==> src/rtl/shift_reg_seq.sv <==
// Parametrised load/shift register with a counted multi-step shift sequencer.
// Supports logical, rotate, arithmetic and serial-in fill modes with busy/done status.
module shift_reg_seq #(
  parameter int WIDTH = 8,
  parameter int CNT_W = 4
) (
  input  logic             clk,
  input  logic             rst,
  input  logic [WIDTH-1:0] d_in,
  input  logic             ld,
  input  logic             start,
  input  logic             dir,
  input  logic [1:0]       mode,
  input  logic             ser_in,
  input  logic [CNT_W-1:0] amount,
  output logic [WIDTH-1:0] q,
  output logic             ser_out,
  output logic             busy,
  output logic             done
);

  typedef enum logic [0:0] {
    ST_IDLE  = 1'b0,
    ST_SHIFT = 1'b1
  } state_t;

  localparam logic [CNT_W-1:0] CNT_ZERO = {CNT_W{1'b0}};
  localparam logic [CNT_W-1:0] CNT_ONE  = {{(CNT_W-1){1'b0}}, 1'b1};

  state_t             state_r, state_s;
  logic [WIDTH-1:0]   q_r, q_s;
  logic               ser_r, ser_s;
  logic               done_r, done_s;
  logic [CNT_W-1:0]   cnt_r, cnt_s;
  logic               dir_r, dir_s;
  logic [1:0]         mode_r, mode_s;
  logic               out_bit_s;
  logic               fill_s;
  logic               busy_s;

  // Arithmetic fill only sign-extends on right shifts; left shifts bring in zero.
  function automatic logic fill_bit(
    input logic [1:0] m,
    input logic       d,
    input logic       out_bit,
    input logic       msb,
    input logic       si
  );
    logic f;
    case (m)
      2'b00:   f = 1'b0;
      2'b01:   f = out_bit;
      2'b10:   f = d ? 1'b0 : msb;
      2'b11:   f = si;
      default: f = 1'b0;
    endcase
    return f;
  endfunction

  // State and datapath registers; rst aborts any sequence without a done pulse.
  always_ff @(posedge clk) begin
    if (rst) begin
      state_r <= ST_IDLE;
      q_r     <= {WIDTH{1'b0}};
      ser_r   <= 1'b0;
      done_r  <= 1'b0;
      cnt_r   <= CNT_ZERO;
      dir_r   <= 1'b0;
      mode_r  <= 2'b00;
    end else begin
      state_r <= state_s;
      q_r     <= q_s;
      ser_r   <= ser_s;
      done_r  <= done_s;
      cnt_r   <= cnt_s;
      dir_r   <= dir_s;
      mode_r  <= mode_s;
    end
  end

  // Next-state and next-datapath logic.
  always_comb begin
    state_s   = state_r;
    q_s       = q_r;
    ser_s     = ser_r;
    done_s    = 1'b0;
    cnt_s     = cnt_r;
    dir_s     = dir_r;
    mode_s    = mode_r;
    out_bit_s = 1'b0;
    fill_s    = 1'b0;
    case (state_r)
      ST_IDLE: begin
        if (ld) begin
          q_s = d_in;
        end else if (start) begin
          dir_s  = dir;
          mode_s = mode;
          cnt_s  = amount;
          if (amount != CNT_ZERO) begin
            state_s = ST_SHIFT;
          end else begin
            done_s = 1'b1;
          end
        end else begin
          state_s = ST_IDLE;
        end
      end
      ST_SHIFT: begin
        out_bit_s = dir_r ? q_r[WIDTH-1] : q_r[0];
        fill_s    = fill_bit(mode_r, dir_r, out_bit_s, q_r[WIDTH-1], ser_in);
        if (dir_r) begin
          q_s = {q_r[WIDTH-2:0], fill_s};
        end else begin
          q_s = {fill_s, q_r[WIDTH-1:1]};
        end
        ser_s = out_bit_s;
        cnt_s = cnt_r - CNT_ONE;
        // The step that consumes the last count also returns to idle.
        if (cnt_r == CNT_ONE) begin
          state_s = ST_IDLE;
          done_s  = 1'b1;
        end else begin
          state_s = ST_SHIFT;
        end
      end
      default: begin
        state_s = ST_IDLE;
      end
    endcase
  end

  // Status decode from the state register.
  always_comb begin
    busy_s = 1'b0;
    if (state_r == ST_SHIFT) begin
      busy_s = 1'b1;
    end else begin
      busy_s = 1'b0;
    end
  end

  assign q       = q_r;
  assign ser_out = ser_r;
  assign busy    = busy_s;
  assign done    = done_r;

endmodule

==> config.mk <==
export PLATFORM = sky130hd
export DESIGN_NAME = shift_reg_seq
export DESIGN_NICKNAME = d
export VERILOG_FILES = /design/src/rtl/shift_reg_seq.sv
export SDC_FILE = /design/constraint.sdc
export NUM_CORES = 1
export LEC_CHECK = 0
export ABC_AREA = 1
export CAP_MARGIN = 5
export CORE_UTILIZATION = 48
export CTS_CLUSTER_SIZE = 16
export DETAILED_ROUTE_END_ITERATION = 12
export PLACE_DENSITY_LB_ADDON = 0.3
export SYNTH_ARGS = -nofsm -noshare
export SYNTH_HDL_FRONTEND = slang
export SYNTH_SLANG_ARGS = --single-unit
==> constraint.sdc <==
create_clock -name clk -period 1.8 [get_ports clk]
set_clock_uncertainty 0.1 [all_clocks]
set_input_delay 0.36 -clock clk [delete_from_list [all_inputs] [get_ports clk]]
set_output_delay 0.36 -clock clk [all_outputs]
set_load 0.005 [all_outputs]
== Yosys cells after proc, flatten, opt, wreduce, memory -nomap -nowiden ==
Index checks and enable logic that the tools add are counted.
Widths: inputs -> output; s select.

* Bits of input ports: 20
* Logic and storage cells: 41
* Output and inout port bits: 11
* Register bits: 18

* Add/subtract/negate cells: 1
* Bitwise logic cells: 2
* Muxes and demuxes: 20
* Equal/unequal tests: 7
* Reductions and logical operators: 4

{| class="wikitable"
|+ Operator list
! kind !! count
|-
| $mux 8 || 2
|-
| $pmux 8 s2 || 1
|-
| $mux 1 || 11
|-
| $mux 4 || 2
|-
| $pmux 4 s2 || 1
|-
| $ne 2x2->1 const B || 3
|-
| $eq 2x2->1 const B || 2
|-
| $eq 4x1->1 const B || 1
|-
| $pmux 1 s2 || 2
|-
| $pmux 1 s4 || 1
|-
| $reduce_bool 4->1 || 1
|-
| $sub 4x1->4 const B || 1
|-
| $reduce_and 3->1 || 1
|-
| $eq 2x1->1 const B || 1
|-
| $logic_not 2->1 || 1
|-
| $not 1->1 || 2
|-
| $reduce_and 2->1 || 1
|}

== Longest topological paths before layout ==
Gate-level depths: netlist of run 1.

* Depth after elaboration: 5
* Gate-level depth with buffers: 8
* Gate-level depth less buffers: 8

== Worst setup path after synthesis of run 1 ==
OpenSTA, ideal clock, no wires.

* Path kind: reg2reg
* Start point: register cnt_r[0]
* End point: register cnt_r[1]
* Data arrival time: 1.022 ns
* Data required time: 1.626 ns
* Path slack: 0.604 ns
* Path buffers: 0
* Stages on the path, launching flop included: 5
* Period minus slack after synthesis: 1.196 ns
* Setup time: 0.074 ns
* Cells stage by stage: dfxtp_1 > inv_1 > ha_1 > or2_1 > a31oi_1

* Longest elaborated chain between the ends: 2

{| class="wikitable"
|+ RTL lines
! element !! RTL line !! RTL
|-
| start: declaration || 34 || <nowiki>logic [CNT_W-1:0] cnt_r, cnt_s;</nowiki>
|-
| start signal: assignment || 75 || <nowiki>cnt_r <= cnt_s;</nowiki>
|-
| $sub 4x1->4 || 118 || <nowiki>cnt_s = cnt_r - CNT_ONE;</nowiki>
|-
| $pmux 4 s2 || 92 || <nowiki>case (state_r)</nowiki>
|}

No other way between the ends.
A chain may end at the register's enable or synchronous reset.

== Final worst setup path of run 1 ==
* Start point: register q_r[5], in the netlist q[5]
* End point: output port q[5]

{| class="wikitable"
|+ RTL lines
! element !! RTL line !! RTL
|-
| start: declaration || 31 || <nowiki>logic [WIDTH-1:0] q_r, q_s;</nowiki>
|-
| start signal: assignment || 64 || <nowiki>q_r <= {WIDTH{1'b0}};</nowiki>
|-
| start signal: assignment || 72 || <nowiki>q_r <= q_s;</nowiki>
|-
| end: declaration || 16 || <nowiki>output logic [WIDTH-1:0] q,</nowiki>
|}

No word-level cell between the ends.

==> results_dict.tcl, run 1 <==
set metrics [dict create \
    leakage_nw 0.5297 \
    rsz0062_at_grt "no" \
    power_frac_seq 0.475 \
    area_growth_pct 37.53 \
    worstPathArrival_ns 1.24 \
    clockRootBuffer "clkbuf_4" \
    yosysWarnings 0 \
    fin_nets 194 \
    holdWs_ns 0.3985 \
    fp.dieW_um 46.57 \
    worstPathRequired_ns 1.34 \
    place_congestion 0.8300 \
    period_minus_slack_ns 1.696 \
    drc 0 \
    core-area_sq_um 1802 \
    worst-path-buf-inv 1 \
    ys.flop_type "dfxtp_1" \
    ant_nets 0 \
    min_path_type "reg -> reg" \
    comb_power_share 0.259 \
    synth_top_area_share 0.3780 \
    synth_edf_count 0 \
    cts_resized 0 \
    cpPeakStageDelay_ns 0.53 \
    vdd_drop_max_v 0.0004987 \
    cts_setup_buffers 0 \
    rows 15 \
    nFillCells 152 \
    setup_ws_ns 0.1038 \
    switching_power_w 0.0002864 \
    initial_utilization 0.5292 \
    clockPowerShare 0.266 \
    vias 1025 \
    wl_per_cell_um 11.96 \
    fmax_mhz 589.5 \
    drv_cap 0 \
    rrSetupSlack_ns 0.45 \
    cts_made_buffers 3 \
    dpl_worst_slack_ns 0.1015 \
    ys_async_sr_fraction 0 \
    synth.area.top_cells "dfxtp_1 38%, o21ai_0 13%, nand2_1 10%" \
    post-route-cell-area_sq_um 1311 \
    switching_share 0.2941 \
    viasPerCell 5.230 \
    portBuffers 30 \
    grt_pass1_vias 906 \
    ys_seq_elements 18 \
    clk_latency_ns 0.30 \
    drt-pass1-iter-count 4 \
    drtIter0Drc 21 \
    finalHoldViolCount 0 \
    grtUsageTotal 0.2496 \
    synth_fp_nets 160 \
    yosysMostFrequentCell "nand2_1" \
    overflow 0 \
    clkTransAtPathRegs_ns 0.11 \
    placed_area_sq_um 1275 \
    tritoncts "yes" \
    die_h_um 46.57 \
    grt_pass1_wl_mm 3.781 \
    synth_area_sq_um 953.4 \
    critPathTopFamily "buffers and inverters" \
    dieArea_sq_um 2168 \
    dpl.hpwl_mm 1.713 \
    status "completed" \
    setup.worst_path.end_class "primary output" \
    avgSynthCellArea_sq_um 6.909 \
    worstSetupPathType "reg -> out" \
    worst_slew_pin_slew_ns 0.3515 \
    drt_wl_total_mm 2.345 \
    ys_seq_area_frac 0.3780 \
    finalMaxSlewViolations 0 \
    clockBufferDepth 2 \
    yosysUniqueCellTypes 21 \
    drive_gt1_frac 0.1053 \
    grt_max_degree 18 \
    p_int_w 0.0006875 \
    cts.sinks 18 \
    htree_num_levels 1 \
    power_w 0.0009739 \
    io_pins 31 \
    path_cells "clkdlybuf4s50_1" \
    synth_largest_area_cell "dfxtp_1" \
    synthTopCellsByCount "26 x nand2_1, 25 x o21ai_0, 18 x dfxtp_1, 15 x a21oi_1, 12 x inv_1" \
    postCtsHoldBufs 0 \
    grt_antenna_before_repair 0 \
    finalSetupTns_ns 0 \
    relSlewSlack 0.7654 \
    finalSetupViolations 0 \
    fin_crit_sh 0.9424 \
    netlist_instances 138 \
    start_kind "flop" \
    cp_max_fo 4 \
    diodes 0 \
    critPathSlowestCell "clkdlybuf4s50_1" \
    power.density_nw_per_um2 742.7 \
]
placed cells by master, fill, tap and decap left out:
| cell | instances |
|---|---|
| nor2_1 | 11 |
| buf_4 | 3 |
| or2_1 | 1 |
| a31oi_1 | 3 |
| nor2_4 | 1 |
| ha_1 | 2 |
| inv_2 | 4 |
| o211ai_1 | 1 |
| and3_1 | 1 |
| inv_1 | 12 |
| dfxtp_1 | 18 |
| a21oi_2 | 3 |
| nand2_2 | 2 |
| nand2_1 | 26 |
| clkbuf_4 | 3 |
| nand4_1 | 1 |
| nand3_1 | 7 |
| nor2_2 | 1 |
| clkbuf_8 | 1 |
| clkdlybuf4s50_1 | 30 |
| o21ai_0 | 25 |
| a21oi_1 | 15 |
power groups by stage:
stage | logic (W) | clock network [W] | registers (W)
detailed placement | 0.000249 | 0 | 0.000471
floorplan | 0.000134 | 0 | 0.000468
global route | 0.000281 | 0.000281 | 0.000468
finish | 0.000252 | 0.000259 | 0.000463
CTS | 0.000253 | 0.000262 | 0.000462
global placement | 0.000243 | 0 | 0.000469
stage by stage:
stage,std cells,utilization
after floorplan,138,-
after global routing,196,0.7278
after global placement,192,0.7076
after detailed placement,192,0.7076
final,196,0.7278
after CTS,196,0.7278
state kept, by name, summed over array words and instances, names as in the netlist:
register and count:
cnt_r 4, dir_r 1, done 1, mode_r 2, q 8, ser_out 1, state_r 1
worst paths after layout:
path | end | startpoint | cells past startpoint
setup / recovery | q[5] | q[5] | 1
hold / removal | cnt_r[0] | cnt_r[0] | 2
setup reg to reg | q[2] | state_r | 5
hold reg to reg | cnt_r[0] | cnt_r[0] | 2
layout make-up:
type / instances / area (sq um) / area share
clock buffers: 4 / 36.28 / 0.02767
well taps: 25 / 31.28 / 0.02385
inverters: 16 / 60.06 / 0.04580
repair buffers: 33 / 322.8 / 0.2462
multi-input cells: 100 / 500.5 / 0.3817
flip-flops and latches: 18 / 360.3 / 0.2748
cells by family after synthesis:
group | count (synthesis) | synth area share
AND/OR/NAND/NOR | 51 | 0.2336
AO/OA/AOI/OAI | 47 | 0.2651
buffers and inverters | 20 | 0.09709
flip-flops | 18 | 0.3780
adder cells (fa/ha/maj) | 2 | 0.02624
per-layer routing:
| metal | global-route usage | wire, um |
|---|---|---|
| met1 | 0.3033 | 1065 |
| met2 | 0.4194 | 1129 |
| met3 | 0.04706 | 97 |
| met4 | 0.1118 | 53 |
| met5 | 0 | 0 |
No activity file was read; power rests on OpenSTA's default activity.
==> run 2, diff against run 1 <==
Settings changed: CORE_MARGIN set to 2, TNS_END_PERCENT set to 100.
==> run 2 against run 1 <==
Cell count unchanged. Non-clock buffer count decreased by 2. Via count decreased by 0.88%. Die area increased by 8.8%. Wire length decreased by 1.1%. Sequential share of layout area increased by 0.26 points. Global-route usage decreased by 3.3 points.
==> results_dict.tcl, run 2 (same netlist as run 1, synthesis figures left out) <==
set metrics [dict create \
    portBuffers 30 \
    cts_resized 0 \
    path_cells "clkdlybuf4s50_1" \
    worst-path-buf-inv 1 \
    viasPerCell 5.184 \
    finalSetupTns_ns 0 \
    dpl.hpwl_mm 1.699 \
    grt_antenna_before_repair 0 \
    diodes 0 \
    worstSetupEndpoint "q[5]" \
    worstSetupPathType "reg -> out" \
    worstHoldStart "cnt_r[1]" \
    dpl_worst_slack_ns 0.07758 \
    relSlewSlack 0.7423 \
    fp.dieW_um 48.57 \
    die_h_um 48.57 \
    fin_nets 192 \
    cts_made_buffers 3 \
    grt_pass1_wl_mm 4.064 \
    postCtsHoldBufs 0 \
    drc 0 \
    initial_utilization 0.4961 \
    final_common_cell "clkdlybuf4s50_1" \
    setup_ws_ns 0.09641 \
    dieArea_sq_um 2359 \
    power_w 0.0009588 \
    critPathTopFamily "buffers and inverters" \
    leakage_nw 0.5196 \
    ant_nets 0 \
    vias 1016 \
    grtUsageTotal 0.2164 \
    drt-pass1-iter-count 5 \
    rsz0062_at_grt "no" \
    critPathSlowestCell "clkdlybuf4s50_1" \
    cts.sinks 18 \
    start_kind "flop" \
    post-route-cell-area_sq_um 1299 \
    r2r-start "state_r" \
    drtIter0Drc 24 \
    finalSetupViolations 0 \
    r2r-end "q[7]" \
    finalHoldViolCount 0 \
    clockRootBuffer "clkbuf_4" \
    fin_crit_sh 0.9464 \
    setup.worst_path.end_class "primary output" \
    cp_max_fo 4 \
    fmax_mhz 587.0 \
    area_growth_pct 36.22 \
    crit_start "q[5]" \
    tritoncts "yes" \
    final_core_util 0.6758 \
    drive_gt1_frac 0.09467 \
    clkTransAtPathRegs_ns 0.10 \
    grt_pass1_vias 957 \
    core-area_sq_um 1922 \
    ff2ff_path_depth 5 \
    min_path_type "reg -> reg" \
    htree_num_levels 1 \
    worst_slew_pin_slew_ns 0.3862 \
    worstPathRequired_ns 1.34 \
    cpPeakStageDelay_ns 0.53 \
    period_minus_slack_ns 1.704 \
    wl_per_cell_um 11.84 \
    place_congestion 0.9351 \
    status "completed" \
    nFillCells 174 \
    worst-path-stages 1 \
    worstPathArrival_ns 1.24 \
    clockBufferDepth 2 \
    io_pins 31 \
    drt_wl_total_mm 2.320 \
    vdd_drop_max_v 0.0006865 \
    clk_latency_ns 0.29 \
    overflow 0 \
    rows 16 \
    largest_reg_flops 8 \
    rrSetupSlack_ns 0.43 \
    layout_common_cells "30 x clkdlybuf4s50_1, 26 x nand2_1, 25 x o21ai_0, 18 x dfxtp_1, 15 x a21oi_1" \
    placed_area_sq_um 1262 \
    grt_max_degree 18 \
    power.density_nw_per_um2 738.3 \
    finalMaxSlewViolations 0 \
    cts_setup_buffers 0 \
    drv_cap 0 \
]
## run 2: changes by cell type in the layout (fill, tap and decap cells not counted)
| cell | change |
|---|---|
| buf_4 | -2 |
## run 2: worst min-delay path by stage
stage                     slack, ns  depth (start not counted)  endpoint
after detailed placement       0.38                          2  cnt_r[1]
after CTS                      0.40                          2  cnt_r[1]
final                          0.40                          2  cnt_r[1]
after floorplan                0.33                          1   state_r
after global routing           0.43                          2  cnt_r[1]
after global placement         0.38                          2  cnt_r[1]
## run 2: where the power goes
group,switching (W),total [W],internal [W]
Clock,0.000127,0.000250,0.000123
Sequential,0.0000314,0.000466,0.000434
Combinational,0.000117,0.000243,0.000126
Total,0.000275,0.000959,0.000684
## run 2: metal layers
metal	part of all wire	track usage
met3	0.064	0.06790
met2	0.47	0.3704
met1	0.45	0.2656
met5	0	0
met4	0.013	0.05238
## run 2: layout make-up
type / count / area, sq um / share of cell area
clock buffer: 4 / 36.28 / 0.02794
inverter: 16 / 60.06 / 0.04624
tap: 27 / 33.78 / 0.02601
timing repair buffer: 31 / 307.8 / 0.2370
sequential: 18 / 360.3 / 0.2775
multi-input combinational: 100 / 500.5 / 0.3854
## run 2: per-stage QoR
stage                     hold slack [ns]  cells
after floorplan                    0.3291    138
after global placement             0.3790    192
after detailed placement           0.3848    192
after CTS                          0.4018    196
after global routing               0.4329    196
final                              0.4037    196
